`src/rtl/dm_store_buffer.sv`:
```
// dm_store_buffer
// Posted-write buffer between the MEM-stage store path and the data-memory
// write port. Stores are queued in program order, drained one per granted
// cycle, merged into the youngest entry when they hit the same word, and
// forwarded byte-wise over DM read data so loads observe program order.
//
// Ports:
//   clk, rst          clock, asynchronous active-high reset
//   st_valid/st_ready store handshake (accepted when both high at the edge)
//   st_addr/be/data   word-aligned store (addr[1:0] ignored), lane-replicated
//   drain_en          DM write port granted this cycle
//   dm_wr/addr/be/din head entry presented to DM; written when dm_wr is high
//   ld_addr, dm_rdata load probe address and DM combinational read data
//   ld_rdata, ld_hit  merged load data and per-byte forward mask
//   count, empty      occupancy
module dm_store_buffer #(
  parameter int DEPTH = 4,
  parameter int CW    = 3
) (
  input  logic          clk,
  input  logic          rst,
  input  logic          st_valid,
  output logic          st_ready,
  input  logic [31:0]   st_addr,
  input  logic [3:0]    st_be,
  input  logic [31:0]   st_data,
  input  logic          drain_en,
  output logic          dm_wr,
  output logic [31:0]   dm_addr,
  output logic [3:0]    dm_be,
  output logic [31:0]   dm_din,
  input  logic [31:0]   ld_addr,
  input  logic [31:0]   dm_rdata,
  output logic [31:0]   ld_rdata,
  output logic [3:0]    ld_hit,
  output logic [CW-1:0] count,
  output logic          empty
);

  localparam int AW = $clog2(DEPTH);

  // Entry storage
  logic [29:0]   r_waddr [DEPTH];
  logic [3:0]    r_be    [DEPTH];
  logic [31:0]   r_data  [DEPTH];

  logic [AW-1:0] r_head;
  logic [AW-1:0] r_tail;
  logic [CW-1:0] r_count;

  logic [AW-1:0] w_tail_m1;
  logic          w_full;
  logic          w_empty;
  logic          w_dm_wr;
  logic          w_co;
  logic          w_push;
  logic [31:0]   w_fwd_data;
  logic [3:0]    w_fwd_hit;

  // Overwrite the bytes of old_w selected by be with the bytes of new_w.
  function automatic logic [31:0] merge_bytes(input logic [31:0] old_w,
                                              input logic [31:0] new_w,
                                              input logic [3:0]  be);
    logic [31:0] res;
    res = old_w;
    for (int b = 0; b < 4; b++) begin
      if (be[b]) begin
        res[8*b +: 8] = new_w[8*b +: 8];
      end else begin
        res[8*b +: 8] = old_w[8*b +: 8];
      end
    end
    return res;
  endfunction

  assign w_tail_m1 = r_tail - AW'(1'b1);
  assign w_full    = (r_count == CW'(DEPTH));
  assign w_empty   = (r_count == {CW{1'b0}});
  assign w_dm_wr   = drain_en && !w_empty;

  // Merge into the youngest entry only if it is not the one leaving DM now;
  // otherwise the merged bytes would be lost with the drained entry.
  assign w_co = st_valid && !w_empty &&
                (st_addr[31:2] == r_waddr[w_tail_m1]) &&
                !((r_count == CW'(1)) && w_dm_wr);

  // A full buffer refuses new words even while draining (no same-cycle slot reuse).
  assign st_ready = !w_full || w_co;
  assign w_push   = st_valid && st_ready && !w_co;

  assign dm_wr   = w_dm_wr;
  assign dm_addr = {r_waddr[r_head], 2'b00};
  assign dm_be   = r_be[r_head];
  assign dm_din  = r_data[r_head];
  assign count   = r_count;
  assign empty   = w_empty;

  // Per-byte forwarding: scan oldest to youngest so the youngest match wins.
  always_comb begin
    w_fwd_data = dm_rdata;
    w_fwd_hit  = 4'b0000;
    for (int k = 0; k < DEPTH; k++) begin
      for (int b = 0; b < 4; b++) begin
        if ((CW'(k) < r_count) &&
            (r_waddr[r_head + AW'(k)] == ld_addr[31:2]) &&
            r_be[r_head + AW'(k)][b]) begin
          w_fwd_data[8*b +: 8] = r_data[r_head + AW'(k)][8*b +: 8];
          w_fwd_hit[b]         = 1'b1;
        end else begin
          w_fwd_data[8*b +: 8] = w_fwd_data[8*b +: 8];
          w_fwd_hit[b]         = w_fwd_hit[b];
        end
      end
    end
  end

  assign ld_rdata = w_fwd_data;
  assign ld_hit   = w_fwd_hit;

  // FIFO state: push/merge at the tail, drain at the head, occupancy count.
  always_ff @(posedge clk or posedge rst) begin
    if (rst) begin
      r_head  <= {AW{1'b0}};
      r_tail  <= {AW{1'b0}};
      r_count <= {CW{1'b0}};
      for (int i = 0; i < DEPTH; i++) begin
        r_waddr[i] <= 30'd0;
        r_be[i]    <= 4'b0000;
        r_data[i]  <= 32'd0;
      end
    end else begin
      if (w_push) begin
        r_waddr[r_tail] <= st_addr[31:2];
        r_be[r_tail]    <= st_be;
        r_data[r_tail]  <= st_data;
        r_tail          <= r_tail + AW'(1'b1);
      end else if (w_co) begin
        r_be[w_tail_m1]   <= r_be[w_tail_m1] | st_be;
        r_data[w_tail_m1] <= merge_bytes(r_data[w_tail_m1], st_data, st_be);
      end
      if (w_dm_wr) begin
        r_head <= r_head + AW'(1'b1);
      end
      r_count <= r_count + CW'(w_push) - CW'(w_dm_wr);
    end
  end

endmodule

```
`config.mk`:
```
export PLATFORM = sky130hd
export DESIGN_NAME = dm_store_buffer
export DESIGN_NICKNAME = d
export VERILOG_FILES = /design/src/rtl/dm_store_buffer.sv
export SDC_FILE = /design/constraint.sdc
export NUM_CORES = 1
export LEC_CHECK = 0
export CORE_MARGIN = 4
export CORE_UTILIZATION = 63
export DETAILED_ROUTE_END_ITERATION = 12
export PLACE_DENSITY = 0.95
export SYNTH_ARGS = -nofsm -noshare
export SYNTH_HDL_FRONTEND = slang
export SYNTH_SLANG_ARGS = --single-unit
```
`constraint.sdc`:
```
create_clock -name clk -period 19.7 [get_ports clk]
set_input_delay 5.91 -clock clk [delete_from_list [all_inputs] [get_ports clk]]
set_output_delay 5.91 -clock clk [all_outputs]
set_load 0.05 [all_outputs]
```
==> metrics.yaml <==
die_w_um: 201
peakVddDrop_v: 0.000186
worst_path_most_repeated_cell: "clkdlybuf4s50_1"
crit_family: "simple AND/OR/NAND/NOR gates"
dp_hpwl_um: 59300
nets: 2908
slowest_delay_ps: 1050
clock_latency_ps: 580
layout_min_cycle_time_ps: 17300
drt_iter0_drc: 4712
rsz0062_at_grt: "no"
multiInputGateArea_um2: 15100
syn_avg_cell_area_um2: 8.69
fmax_ghz: 0.0578
synth.distinct_cells: 82
h-tree-depth: 1
worstPathArrival_ps: 11390
ys_seq_area_share_pct: 28.9
die_h_um: 201
areaGrowthSynthToFinish_pct: 13.4
worst_pin_slew_ps: 1380
path_cells: "clkdlybuf4s50_1 > xnor2_1 > o2111ai_1 > nor4_1 > nand3_1 > nor2_1 > a221oi_1 > o22ai_1 > clkdlybuf4s50_1"
synth_top_area_cell: "dfrtp_1"
power_density_nw_per_um2: 218
outcome: "finished, final reports clean"
setup.worst_path.start_class: "input pin"
hp-class: "reg -> reg"
synth_area_leaders: "dfrtp_1 (29%), mux4_2 (10%), nand2_1 (10%)"
cts_tree: "yes"
min_to: "r_waddr[58]"
hold_viol_final: 0
async_flop_share_pct: 100
post_cts_buffers: 0
clk_pin_slew_worst_paths_ps: 60
grt_pass1_wl_um: 138000
finalSetupTns_ps: 0
r2r_end: "r_data[119]"
drive_gt1_share_pct: 9.50
io_pins: 246
overflow: 0
r2r_slack_ps: 12530
holdCritStartpoint: "r_waddr[58]"
via_per_inst: 7.64
setup_slack_ps: 2400
synthesis.instances: 2702
vias: 24800
cts_hold_buf: 0
drcViolationCount: 0
synth_common_cells: "nand2_1 (653), dfrtp_1 (271), mux2i_1 (227), clkbuf_1 (148), o21ai_0 (128)"
finalCritPeriodShare_pct: 87.8
synth-seq-cells: 271
core-area_um2: 36700
critical_path_buf_inv_count: 2
first_global_vias: 24200
yosysMostFrequentCell: "nand2_1"
fillers: 2493
grt_start_max_net_pins: 124
antenna_found_initial: 2
timing.rr.start: "r_tail[0]"
skew_ps: 16.4
wl_per_cell_um: 27.9
place_congestion: 1.09
port_buffers: 239
drv_slew: 0
grt-busiest-layer: "met2"
post-place-ws_ps: 2790
ys_warn_count: 0
met1_usage_pct: 55.1
syn-cell-area_um2: 23500
antenna_left: 0
met2_usage_pct: 63.4
drt_wl_total_um: 90800
critPathRequiredTime_ps: 13790
critPathKind: "in -> out"
post_cts_resized: 0
met3_usage_pct: 14.4
die_area_um2: 40400
cts.sinks: 271
min_path_cells: 2
regArea_um2: 6790
synth_top_flop_cell: "dfrtp_1"
critPathSlowestCell: "nor2_1"
track_usage_pct: 42.8
first_pass_iters: 10
yosys.area.top_type_share_pct: 28.9
ff2ff_path_depth: 12
start_util_pct: 64.0
cts_buffers: 31
cp_max_fo: 16
rows: 70
cp-end-kind: "primary output"
finalSetupViolations: 0
synth_edf_count: 0
cts_root_buf: "clkbuf_16"
relSlewSlack_pct: 7.08
clockBufferDepth: 3
drv_cap: 0
leakage_nw: 11.1
==> area by class of cell <==
class	instances	share of cell area, %
inverters	119	1.71
clock inverters	9	0.648
flip-flops and latches	271	25.5
repair buffers	267	9.82
multi-input cells	2070	56.8
diodes	2	0.0188
well taps	468	2.20
clock buffers	43	3.27
==> tightest hold or removal path, cell delays in order, from the launching register on <==
cell and delay [ps]:
dfrtp_1 380, nand2_1 70, nand2_1 60
==> where the power goes <==
group	internal, mW	switching, mW
registers	0.824	0.398
clock network	0.369	0.243
logic	1.48	2.49
==> placed cells by master, fill, tap and decap left out, drive strengths merged, types with 43 or more instances in the layout <==
cell type / Yosys / final
inv: 118 / 118
mux4: 109 / 109
o21ai: 131 / 131
nand2: 653 / 653
nor2: 72 / 72
clkdlybuf4s50: 0 / 239
clkbuf: 148 / 43
o221ai: 93 / 93
nand3: 59 / 59
a221oi: 51 / 51
xnor2: 106 / 106
dfrtp: 271 / 271
mux2i: 227 / 227
a21oi: 63 / 63
o211ai: 47 / 47
==> per-stage QoR <==
| stage | instances | area (µm²) | utilization, % | hold WS, ps | power, mW |
|---|---|---|---|---|---|
| 6_report | 3249 | 26600 | 72.6 | 543 | 5.81 |
| 2_1_floorplan | 2703 | 23500 | - | 483 | 3.89 |
| 3_3_place_gp | 3195 | 25600 | 69.7 | 502 | 4.82 |
| 4_1_cts | 3247 | 26600 | 72.6 | 538 | 5.63 |
| 5_1_grt | 3247 | 26600 | 72.6 | 566 | 6.01 |
| 3_5_place_dp | 3195 | 25600 | 69.7 | 513 | 4.99 |
==> worst max-delay path by stage <==
stage	start	endpoint	slack, ps	cells after the start
2_1_floorplan	ld_addr[27]	ld_rdata[8]	4550	8
3_3_place_gp	ld_addr[31]	ld_rdata[0]	2880	10
3_5_place_dp	ld_addr[31]	ld_rdata[24]	2790	10
4_1_cts	ld_addr[31]	ld_rdata[24]	2790	10
5_1_grt	ld_addr[18]	ld_rdata[0]	2290	9
6_report	ld_addr[18]	ld_rdata[0]	2400	9
==> kinds of logic (layout without fill, tap and decap cells) <==
family | Yosys count | count (layout) | share of synthesized area (%)
AOI/OAI and AO/OA | 614 | 614 | 19.6
other | 1 | 4 | 0.0160
buffers and inverters | 362 | 438 | 6.84
and+or+nand+nor | 952 | 952 | 17.9
DFF | 271 | 271 | 28.9
xor gates and xnor gates | 126 | 126 | 4.70
muxes | 364 | 364 | 21.5
adders and majority gates | 12 | 12 | 0.671
==> state kept, by name (all words and copies together) (netlist names) <==
register	flops
count	3
r_be	16
r_data	128
r_head	2
r_tail	2
r_waddr	120
==> layer usage <==
metal,vias up,share of wire [%]
met5,-,0.0088
met4,2,7.2
met3,639,16
met2,2496,43
met1,11700,34
li1,10000,-
(Power assumes the default switching activity.)
